### config.mk
export PLATFORM = sky130hd
export DESIGN_NAME = fetch_unit
export DESIGN_NICKNAME = d
export VERILOG_FILES = /design/src/rtl/fetch_unit.sv
export SDC_FILE = /design/constraint.sdc
export NUM_CORES = 1
export LEC_CHECK = 0
export ABC_CLOCK_PERIOD_IN_PS = 1800
export CAP_MARGIN = 0
export CORE_ASPECT_RATIO = 2
export CORE_MARGIN = 5
export CORE_UTILIZATION = 35
export CTS_CLUSTER_DIAMETER = 40
export DETAILED_ROUTE_END_ITERATION = 8
export GPL_ROUTABILITY_DRIVEN = 0
export PLACE_DENSITY = 0.62
export SYNTH_ARGS = -nofsm -noshare
export SYNTH_HDL_FRONTEND = slang
export SYNTH_SLANG_ARGS = --single-unit
### constraint.sdc
create_clock -name clk -period 1.8 [get_ports clk]
set_clock_uncertainty 0.15 [all_clocks]
set_input_delay 0.27 -clock clk [delete_from_list [all_inputs] [get_ports clk]]
set_output_delay 0.27 -clock clk [all_outputs]
set_load 0.02 [all_outputs]
### src/rtl/fetch_unit.sv
// Instruction fetch initiator: walks the PC, issues single-cycle reads to the
// instruction memory and presents each captured word to the decoder over valid/ready.
module fetch_unit #(
    parameter int                ADDR_W   = 5,
    parameter int                DATA_W   = 14,
    parameter logic [ADDR_W-1:0] RESET_PC = '0,
    parameter logic [3:0]        HALT_OPC = 4'hF
) (
    input  logic              clk,
    input  logic              rst_n,
    input  logic              start,
    input  logic              redirect,
    input  logic [ADDR_W-1:0] redirect_pc,
    output logic [ADDR_W-1:0] mem_add,
    output logic              mem_en,
    input  logic [DATA_W-1:0] mem_rdata,
    output logic [DATA_W-1:0] instr_out,
    output logic [ADDR_W-1:0] instr_pc,
    output logic              instr_valid,
    input  logic              instr_ready,
    output logic              busy
);

    typedef enum logic [1:0] {
        IDLE = 2'd0,
        REQ  = 2'd1,
        WAIT = 2'd2,
        HOLD = 2'd3
    } state_t;

    state_t            state_q, state_d;
    logic [ADDR_W-1:0] pc_q, pc_d;
    logic [ADDR_W-1:0] mem_add_q, mem_add_d;
    logic              mem_en_q, mem_en_d;
    logic [DATA_W-1:0] instr_out_q, instr_out_d;
    logic [ADDR_W-1:0] instr_pc_q, instr_pc_d;
    logic              instr_valid_q, instr_valid_d;
    logic              busy_q, busy_d;
    logic              accept;
    logic              is_halt;

    assign accept  = instr_valid_q && instr_ready;
    assign is_halt = (instr_out_q[DATA_W-1 -: 4] == HALT_OPC);

    always_comb begin
        state_d       = state_q;
        pc_d          = pc_q;
        instr_out_d   = instr_out_q;
        instr_pc_d    = instr_pc_q;
        instr_valid_d = instr_valid_q;

        case (state_q)
            IDLE: begin
                if (redirect) begin
                    pc_d = redirect_pc;
                end
                if (start) begin
                    state_d = REQ;
                end
            end
            REQ: begin
                state_d = WAIT;
            end
            WAIT: begin
                instr_out_d   = mem_rdata;
                instr_pc_d    = pc_q;
                instr_valid_d = 1'b1;
                state_d       = HOLD;
            end
            HOLD: begin
                if (accept) begin
                    instr_valid_d = 1'b0;
                    pc_d          = pc_q + ADDR_W'(1);
                    state_d       = is_halt ? IDLE : REQ;
                end
            end
            default: begin
                state_d = IDLE;
            end
        endcase

        // A redirect while fetching wins over capture, handshake and HALT alike.
        if (redirect && (state_q != IDLE)) begin
            pc_d          = redirect_pc;
            instr_out_d   = instr_out_q;
            instr_pc_d    = instr_pc_q;
            instr_valid_d = 1'b0;
            state_d       = REQ;
        end

        // The read strobe is registered so it lines up exactly with the REQ cycle.
        mem_en_d  = (state_d == REQ);
        mem_add_d = mem_en_d ? pc_d : mem_add_q;
        busy_d    = (state_d != IDLE);
    end

    always_ff @(posedge clk) begin
        if (!rst_n) begin
            state_q       <= IDLE;
            pc_q          <= RESET_PC;
            mem_add_q     <= '0;
            mem_en_q      <= 1'b0;
            instr_out_q   <= '0;
            instr_pc_q    <= '0;
            instr_valid_q <= 1'b0;
            busy_q        <= 1'b0;
        end else begin
            state_q       <= state_d;
            pc_q          <= pc_d;
            mem_add_q     <= mem_add_d;
            mem_en_q      <= mem_en_d;
            instr_out_q   <= instr_out_d;
            instr_pc_q    <= instr_pc_d;
            instr_valid_q <= instr_valid_d;
            busy_q        <= busy_d;
        end
    end

    assign mem_add     = mem_add_q;
    assign mem_en      = mem_en_q;
    assign instr_out   = instr_out_q;
    assign instr_pc    = instr_pc_q;
    assign instr_valid = instr_valid_q;
    assign busy        = busy_q;

endmodule
======== After elaboration in Yosys (flattened, before gate mapping) ========
Index checks and enable logic that the tools add are counted.
storage, ports and cells
  register bits after elaboration ......... 34
  word-level logic and storage cells ...... 37
operators by class
  add/sub/neg operators ................... 1
  eq/ne operators ......................... 6
  multiplexer cells ....................... 11
  bitwise logic cells ..................... 2
  reductions and logical operators ........ 9
operators with widths
  kind                 count
  $mux 5               3
  $pmux 5 s2           1
  $pmux 2 s4           1
  $mux 2               3
  $reduce_bool 2->1    3
  $add 5x1->5 const B  1
  $eq 2x1->1 const B   2
  $eq 2x2->1 const B   2
  $eq 4x4->1 const B   1
  $reduce_and 2->1     2
  $logic_and 1x1->1    2
  $logic_not 2->1      1
  $mux 1               2
  $ne 2x2->1 const B   1
  $not 1->1            2
  $pmux 1 s2           1
  $reduce_or 2->1      1

======== Depth between registers and ports, before layout ========
Gate-level depths: netlist of run 1.
  depth in word-level cells ............... 6
  gate-level depth with buffers ........... 8
  depth with buffers taken out ............ 7

======== Least setup slack after synthesis of run 1 ========
Ideal clock, no wire load.
  kind .................................... register to register
  start point ............................. register state_q[0]
  end point ............................... register mem_add_q[3], in the netlist mem_add[3]
  setup time .............................. 0.073 ns
  arrival ................................. 1.789 ns
  required time ........................... 1.577 ns
  setup slack ............................. -0.212 ns
  cell stages (with the launch flop) ...... 8
  buffers on the path ..................... 1
  cell sequence ........................... dfxtp_1 -> inv_1 -> ha_1 -> clkbuf_1 -> or4_1 -> o211ai_1 -> nor3_1 -> nor3_2
between the ends
  cells in the longest elaborated chain, start to end .. 4
  elaborated cells between the ends (all ways) .. 13
ends and longest elaborated chain
  element                                                 RTL line  source
  start: declaration                                      31        state_t state_q, state_d;
  start signal: assignment                                108       state_q <= state_d;
  $eq 2x2->1, or another cell as far along                52        case (state_q)
  $pmux 2 s4 / $logic_and 1x1->1 (equally long branches)  52, 83
  $mux 2                                                  83        if (redirect && (state_q != IDLE)) begin
  $eq 2x1->1                                              92        mem_en_d = (state_d == REQ);
  end signal: assignment                                  110       mem_add_q <= mem_add_d;
  end: declaration                                        33        logic [ADDR_W-1:0] mem_add_q, mem_add_d;
Parallel ways exist; a longest one is shown, timed or not.
A chain may end at the register's enable or synchronous reset.

======== Worst setup path in the final report of run 1 ========
  start point ............................. register state_q[1]
  end point ............................... register mem_add_q[2], in the netlist mem_add[2]
The elaborated chain is that of the path after synthesis.

==> flow_metrics.tcl, run 1 <==
set metrics [dict create \
    multi_input_area_um2 1030 \
    wl_met3_um 249 \
    portBuffers 50 \
    seq_area_um2 688 \
    die_area_um2 5930 \
    min_period_ps 1810 \
    syn2layout_area_growth_pct 72.9 \
    ys_ff_latch 34 \
    avgSynthCellArea_um2 8.46 \
    fillers 386 \
    dp_hpwl_um 3400 \
    r2r-end "mem_add[2]$_SDFFE_PN0N_" \
    violations "setup timing" \
    numCtsBuffers 5 \
    worstSetupPathType "reg -> reg" \
    clkSlewWorstSetupHoldPaths_ps 70 \
    max_cap_violations 0 \
    synth_edf_count 0 \
    hold_ws_ps 308 \
    crit_family "compound AO/OA/AOI/OAI gates" \
    grt_max_degree 20 \
    drt_iter0_drc 28 \
    async_flop_share_pct 0 \
    wl_met2_um 2570 \
    cts_max_level 2 \
    crit_chain "buf_4, ha_2, nor3_2, a211o_4, a21oi_2, a31o_4" \
    holdPathEnd "instr_out[1]$_SDFFE_PN0P_" \
    netlist_area_um2 1550 \
    num_io_pins 51 \
    peakVddDrop_uv 806 \
    finalSetupViolCount 3 \
    arrival_ps 1830 \
    antenna_found_initial 0 \
    grt_pass1_wl_um 7670 \
    fin_area_um2 2680 \
    worstHoldStart "instr_out[1]$_SDFFE_PN0P_" \
    max_freq_mhz 553 \
    min_path_cells 2 \
    ant_nets 0 \
    ys.flop_type "dfxtp_1" \
    syn_inst 183 \
    antenna_cells 0 \
    die_x_um 57.0 \
    rsz0062_at_grt "true" \
    p_leak_nw 0.969 \
    start_util_pct 35.7 \
    gr-total-overflow 0 \
    drc 0 \
    grt_pass1_vias 1663 \
    die_h_um 104 \
    wl_um 4880 \
    wl_per_cell_um 15.5 \
    power_density_nw_per_um2 1260 \
    clock_path_buffers 2 \
    hold_class "reg -> reg" \
    dr.pass1.iters 4 \
    numClockSinks 34 \
    hold_viol_final 0 \
    worst_pin_slew_ps 392 \
    row_count 34 \
    cts_tree "yes" \
    worst_slack_ps -7.73 \
    reg2reg_from "state_q[1]$_SDFF_PN0_" \
    r2r_slack_ps -8 \
    crit_fanout 9 \
    path_buf_inv 1 \
    drive_gt1_share_pct 31.7 \
    cp.required_ps 1820 \
    ctsRootBufferMaster "clkbuf_8" \
    num_vias 1595 \
    status "finished, violations left" \
    fin_nets 290 \
    viasPerCell 5.05 \
    grtUsageTotal_pct 16.4 \
    yosysSeqAreaShare_pct 44.0 \
    startpoint_type "register" \
    slew_headroom_pct 73.4 \
    cpMaxStageDelayCell "dfxtp_4" \
    dpl_cell_area_um2 2280 \
    yosysWarnings 0 \
    highest_layer "met4" \
    clkLatencyLatePin_ps 280 \
    cts_hold_buf 0 \
    cp_slowest_stage_delay_ps 370 \
    syn_nets 212 \
    synth.distinct_cells 39 \
    dp_cells 302 \
    crit_path_end_kind "register" \
    reg2regPathDepth 6 \
    met1_length_um 1830 \
    finalCritPeriodShare_pct 100 \
    coreArea_um2 4340 \
    drv_slew 0 \
    fin_total_pwr_mw 3.37 \
    instances_no_fill 316 \
]
[report_power, final]
part	internal [mW]	switching (mW)	total, mW
sequential	0.893	0.111	1.00
combinational	0.890	0.893	1.78
clock	0.309	0.270	0.579
total	2.09	1.27	3.37
[metal layers]
metal  vias up  GRT usage, %
li1        797             -
met1       727          16.1
met2        54          28.9
met3        17          3.98
met4         0          11.4
met5         -             0
[final cells by class]
cell class / instances / area share, %
timing repair buffer: 79 / 29.2
sequential: 34 / 25.7
inverter: 3 / 0.701
multi-input combinational: 138 / 38.5
tap: 54 / 2.52
clock inverter: 1 / 0.187
clock buffer: 7 / 3.23
[worst max path at each step]
| stage | start | to | cells after the start |
|---|---|---|---|
| floorplan | state_q[0]$_SDFF_PN0_ | mem_add[3]$_SDFFE_PN0N_ | 7 |
| global placement | instr_ready | mem_add[4]$_SDFFE_PN0N_ | 7 |
| detailed placement | instr_ready | mem_add[4]$_SDFFE_PN0N_ | 7 |
| CTS | state_q[0]$_SDFF_PN0_ | mem_add[3]$_SDFFE_PN0N_ | 7 |
| global route | state_q[0]$_SDFF_PN0_ | mem_add[1]$_SDFFE_PN0N_ | 8 |
| finish | state_q[1]$_SDFF_PN0_ | mem_add[2]$_SDFFE_PN0N_ | 6 |
[synth_stat cells (3+ instances only)]
master,n,area share (%)
ha_1,5,4.0
o311ai_0,3,1.7
mux2i_1,3,1.9
a21oi_1,30,9.7
and2_1,3,1.2
nand2_1,47,11
nand3_1,4,1.3
dfxtp_1,34,44
clkbuf_1,3,0.73
a31o_2,3,1.7
nor2_1,6,1.5
buf_2,3,0.97
nor3_1,7,2.3
[stage by stage]
step	setup slack [ps]	TNS, ps	util [%]
final	-7.73	-12.5	61.7
after floorplan	2.05	0	-
after global placement	-317	-6430	52.6
after CTS	-30.5	-47.3	57.1
after detailed placement	-354	-7080	52.6
after global routing	-68.6	-336	61.7
[sequential cells by signal, summed over array words and instances, names as in the netlist]
name         cells
busy             1
instr_out       14
instr_pc         5
instr_valid      1
mem_add          5
mem_en           1
pc_q             5
state_q          2
[worst register-to-register path, delay by kind of cell (launching register included)]
kind	cells	cell delay (ps)
compound gates	3	550
simple gates	1	270
flops	1	370
fa+ha+maj	1	200
buf+inv	1	160
[cells by family after synthesis]
logic type	share of synthesized area [%]
AOI/OAI and AO/OA	20.8
muxes	1.94
buffers and inverters	3.88
and+or+nand+nor	25.4
DFF	44.0
adders and majority gates	4.04
[cell usage in the layout, fill, tap and decap left out, drive strengths merged, types with 3 or more instances in the layout]
cell           instances
nand2                 48
nor3                   9
and2                   3
nand3                  4
clkdlybuf4s50         48
mux2i                  3
dfxtp                 34
ha                     5
clkbuf                 8
a31o                   3
buf                   28
nor2                   6
inv                    3
o311ai                 3
a21oi                 30
[what timing repair did]
action,in CTS,in global routing
resized for setup,24,36
pin swaps,12,19
endpoints found under the setup margin,8,27
cloned,0,1
setup buffers,3,2
(Power assumes the default switching activity.)
==> inputs of run 2 (changes only) <==
--- a/config.mk
+++ b/config.mk
@@ -9,11 +9,11 @@
 export CAP_MARGIN = 0
 export CORE_ASPECT_RATIO = 2
 export CORE_MARGIN = 5
-export CORE_UTILIZATION = 35
+export CORE_UTILIZATION = 41
 export CTS_CLUSTER_DIAMETER = 40
 export DETAILED_ROUTE_END_ITERATION = 8
 export GPL_ROUTABILITY_DRIVEN = 0
-export PLACE_DENSITY = 0.62
+export PLACE_DENSITY = 0.72
 export SYNTH_ARGS = -nofsm -noshare
 export SYNTH_HDL_FRONTEND = slang
 export SYNTH_SLANG_ARGS = --single-unit
==> flow_metrics.tcl, run 2 (synthesis gave the netlist of run 1 again) <==
set metrics [dict create \
    violations "setup timing" \
    die_x_um 53.4 \
    cp.required_ps 1830 \
    drc 0 \
    max_freq_mhz 555 \
    num_io_pins 51 \
    post-place-ws_ps -313 \
    largest_reg_flops 14 \
    min_period_ps 1800 \
    worstSetupPathType "reg -> reg" \
    wl_per_cell_um 15.6 \
    layout_common_cells "48 x clkdlybuf4s50_1, 47 x nand2_1, 32 x dfxtp_1" \
    r2r_slack_ps -0.2 \
    use_met2_pct 33.1 \
    switching_share_pct 38.0 \
    status "finished, violations left" \
    p_int_mw 1.99 \
    finalSetupTns_ps -0.199 \
    peakVddDrop_uv 862 \
    grt_pass1_vias 1617 \
    finalSetupViolCount 1 \
    grt_use_met3_pct 4.15 \
    worst_slack_ps -0.199 \
    row_count 31 \
    worst_pin_slew_ps 397 \
    num_vias 1649 \
    start_util_pct 42.5 \
    grt_max_degree 24 \
    ant_nets 0 \
    die_area_um2 5180 \
    clkSlewWorstSetupHoldPaths_ps 70 \
    gr-total-overflow 0 \
    max_cap_violations 0 \
    grtUsageTotal_pct 18.7 \
    numClockSinks 34 \
    use_met1_pct 18.1 \
    seq_power_share_pct 31.2 \
    numCtsBuffers 5 \
    hold_viol_final 0 \
    syn2layout_area_growth_pct 68.7 \
    arrival_ps 1830 \
    crit_fanout 4 \
    wl_um 4880 \
    startpoint_type "register" \
    grt_pass1_wl_um 7230 \
    p_sw_mw 1.22 \
    portBuffers 50 \
    ctsRootBufferMaster "clkbuf_8" \
    antenna_cells 0 \
    antenna_found_initial 0 \
    layout_commonest_cell "clkdlybuf4s50_1" \
    pwr-share-clk_pct 16.2 \
    die_h_um 96.9 \
    hold_class "reg -> reg" \
    fin_nets 292 \
    power_density_nw_per_um2 1230 \
    clkLatencyLatePin_ps 280 \
    slew_headroom_pct 73.3 \
    dr.pass1.iters 4 \
    finalCritPeriodShare_pct 100 \
    drive_gt1_share_pct 30.4 \
    drt_iter0_drc 20 \
    cts_tree "yes" \
    dp_hpwl_um 3500 \
    crit_path_end_kind "register" \
    grt_most_used_layer "met2" \
    coreArea_um2 3650 \
    clock_path_buffers 2 \
    cts_max_level 2 \
    cts_hold_buf 0 \
    p_leak_nw 0.961 \
    comb_power_share_pct 52.6 \
    rsz0062_at_grt "true" \
    drv_slew 0 \
    viasPerCell 5.29 \
]
-- run 2: cell count changes in the layout (fill, tap and decap cells not counted), sizes merged --
| cell | change |
|---|---|
| a211o | +1 |
| dlymetal6s2s | +1 |
| buf | +1 |
| dlygate4sd2 | -1 |
| clkbuf | -2 |
| clkinv | +1 |
-- run 2: worst paths after layout --
| path | start | endpoint | cells after the start |
|---|---|---|---|
| max | state_q[0]$_SDFF_PN0_ | mem_add[1]$_SDFFE_PN0N_ | 7 |
| min | instr_out[3]$_SDFFE_PN0P_ | instr_out[3]$_SDFFE_PN0P_ | 2 |
| max reg2reg | state_q[0]$_SDFF_PN0_ | mem_add[1]$_SDFFE_PN0N_ | 7 |
| min reg2reg | instr_out[3]$_SDFFE_PN0P_ | instr_out[3]$_SDFFE_PN0P_ | 2 |
-- run 2: area by class of cell --
class / count / area, um2
fill: 311 / 1030
multi-input combinational: 139 / 992
timing repair buffer: 80 / 777
sequential: 34 / 688
clock buffer: 5 / 68.8
tap: 49 / 61.3
inverter: 3 / 13.8
clock inverter: 2 / 10.0
-- run 2: power groups by stage --
stage	registers, mW	logic, mW	clock network, mW
CTS	0.985	1.47	0.536
detailed placement	0.997	1.39	0
floorplan	1.11	0.660	0
finish	0.998	1.69	0.518
global placement	0.993	1.37	0
global route	1.01	1.79	0.567
-- run 2: what timing repair did --
action | in CTS | in global routing
setup buffers | 0 | 2
resized for setup | 17 | 28
endpoints found under the setup margin | 9 | 17
gates cloned | 0 | 2
pin swaps | 9 | 10
-- run 2: routing by layer --
metal  part of all wire (%)  up-vias
met5                      0        -
met1                     35      779
met3                    4.7       18
met2                     57       50
met4                    4.1        0
li1                       -      802
-- run 2: worst max-delay path: stages (launching register included) --
cell     delay (ps)
dfxtp_4         380
inv_4            50
ha_1            210
and2b_1         190
nor3_4          220
a211o_2         220
a21oi_1          80
a31o_2          210
-- run 2: metrics by stage --
stage | util, % | std cells | total power [mW] | hold slack (ps) | area, um2
after detailed placement | 63.5 | 302 | 2.39 | 296 | 2310
after global routing | 71.6 | 312 | 3.37 | 330 | 2610
after floorplan | - | 183 | 1.77 | 256 | 1580
final | 71.6 | 312 | 3.20 | 305 | 2610
after CTS | 67.3 | 309 | 2.99 | 305 | 2450
after global placement | 63.5 | 302 | 2.37 | 291 | 2310
==> variant (config.mk and constraints of run 1) <==
Take the reset off `mem_add_q`, `instr_out_q` and `instr_pc_q` and load them in a clocked block of their own.
--- a/src/rtl/fetch_unit.sv
+++ b/src/rtl/fetch_unit.sv
@@ -100,6 +100,3 @@
             pc_q          <= RESET_PC;
-            mem_add_q     <= '0;
             mem_en_q      <= 1'b0;
-            instr_out_q   <= '0;
-            instr_pc_q    <= '0;
             instr_valid_q <= 1'b0;
@@ -109,6 +106,3 @@
             pc_q          <= pc_d;
-            mem_add_q     <= mem_add_d;
             mem_en_q      <= mem_en_d;
-            instr_out_q   <= instr_out_d;
-            instr_pc_q    <= instr_pc_d;
             instr_valid_q <= instr_valid_d;
@@ -116,2 +110,8 @@
         end
+    end
+
+    always_ff @(posedge clk) begin
+        mem_add_q   <= mem_add_d;
+        instr_out_q <= instr_out_d;
+        instr_pc_q  <= instr_pc_d;
     end
Check against the original RTL: not equivalent (a bounded check fails within 4 cycles, from zero or initial values and one cycle with rst_n low).
==> variant against run 1 <==
The run still ends with setup timing left. Power down 2.9%. Sequential power up 17%. Setup slack worse by 0.048 ns. Non-clock buffer count down 2. Sequential cell count unchanged. Synthesized area down 7.2%. Via count down 26%. Wire length down 22%. Cell area down 11%. Core utilization down 3.0 points. Fmax down 2.6%. Critical endpoint is now mem_add[2]. Largest power group unchanged.
==> variant: results (changes against run 1) <==
share of power burned in registers - 35.8% (+6.0 points)
PnR worst setup slack - -0.0554 ns (-0.0477 ns)
routing usage on met3 - 4.10% (+0.13 points)
violated checks - setup timing
1st-iter DRT viols - 32 (+14%)
static leakage - 0.937 nW (-3.3%)
DP Cell Count - 233 (-23%)
Crit Path Max Fanout - 5 (-4)
Vias/cell - 4.82 (-4.4%)
Synth Net Count - 139 (-34%)
Slew HR - 74.5% (+1.1 points)
# nets final - 220 (-24%)
Critical-path top delay cell - or4b_4
share of cells above drive strength 1 - 27.6% (-4.1 points)
comb pwr - 0.00142 W (-20%)
post-DP HPWL - 3000 µm (-12%)
Worst VDD drop - 1.04 mV (+29%)
first-pass GRT wire length - 5910 µm (-23%)
switch share - 32.2% (-5.7 points)
met1 Track Usage GR - 12.8% (-3.3 points)
max incr delay on CP - 0.54 ns (+0.17 ns)
sw power - 0.00105 W (-18%)
dpl cell area - 2180 µm² (-4.6%)
Post-synth EDFFs - 24 (+24)
endpoints failing setup - 5 (+2)
met2 Use GR - 26.8% (-2.1 points)
crit-path leading delay family - simple AND/OR/NAND/NOR gates
outcome - finished with violations
GRT Overall Usage - 14.2% (-2.3 points)
register area share after synthesis - 64.1% (+20 points)
==> variant: cell type report <==
| class | count | area (µm²) |
|---|---|---|
| inverters | 4 | 20.0 |
| fillers | 369 | 1670 |
| clock buffers | 6 | 72.6 |
| multi-input cells | 69 | 547 |
| repair buffers | 77 | 709 |
| flip-flops and latches | 34 | 928 |
| clock inverters | 2 | 33.8 |
| well taps | 52 | 65.1 |
==> variant: what timing repair did <==
action                                  in CTS  in global routing
pin swaps                                    3                  3
buffers inserted                             2                  1
resized for setup                            9                 11
endpoints found under the hold margin        0                  0
endpoints found under the setup margin      23                 30
==> variant: final timing paths <==
check | slack, ns | end | cells past startpoint | startpoint
hold reg to reg | 0.40 | instr_pc[4] | 0 | pc_q[4]
setup reg to reg | -0.06 | mem_add[2] | 5 | state_q[1]
hold / removal | 0.36 | instr_valid | 4 | instr_ready
setup / recovery | -0.06 | mem_add[2] | 5 | state_q[1]
==> variant: cell families after synthesis <==
family          Yosys count  share of synthesized area (%)
compound gates           26                           12.9
fa+ha+maj                 5                           4.36
buf+inv                   7                           2.09
flops                    34                           64.1
mux                       1                          0.697
simple gates             37                           15.9
==> variant: per-stage QoR <==
| step | hold slack (ns) | worst slack (ns) | setup TNS, ns |
|---|---|---|---|
| global placement | 0.378 | -0.393 | -5.73 |
| CTS | 0.354 | -0.0795 | -0.394 |
| detailed placement | 0.378 | -0.424 | -7.22 |
| finish | 0.363 | -0.0554 | -0.260 |
| global route | 0.369 | -0.106 | -0.538 |
| floorplan | 0.219 | -0.0983 | -0.492 |
==> variant: routing by layer <==
metal / vias up / part of all wire, %
li1: 578 / -
met1: 551 / 34
met2: 35 / 58
met3: 13 / 4.0
met4: 0 / 3.6
met5: - / 0
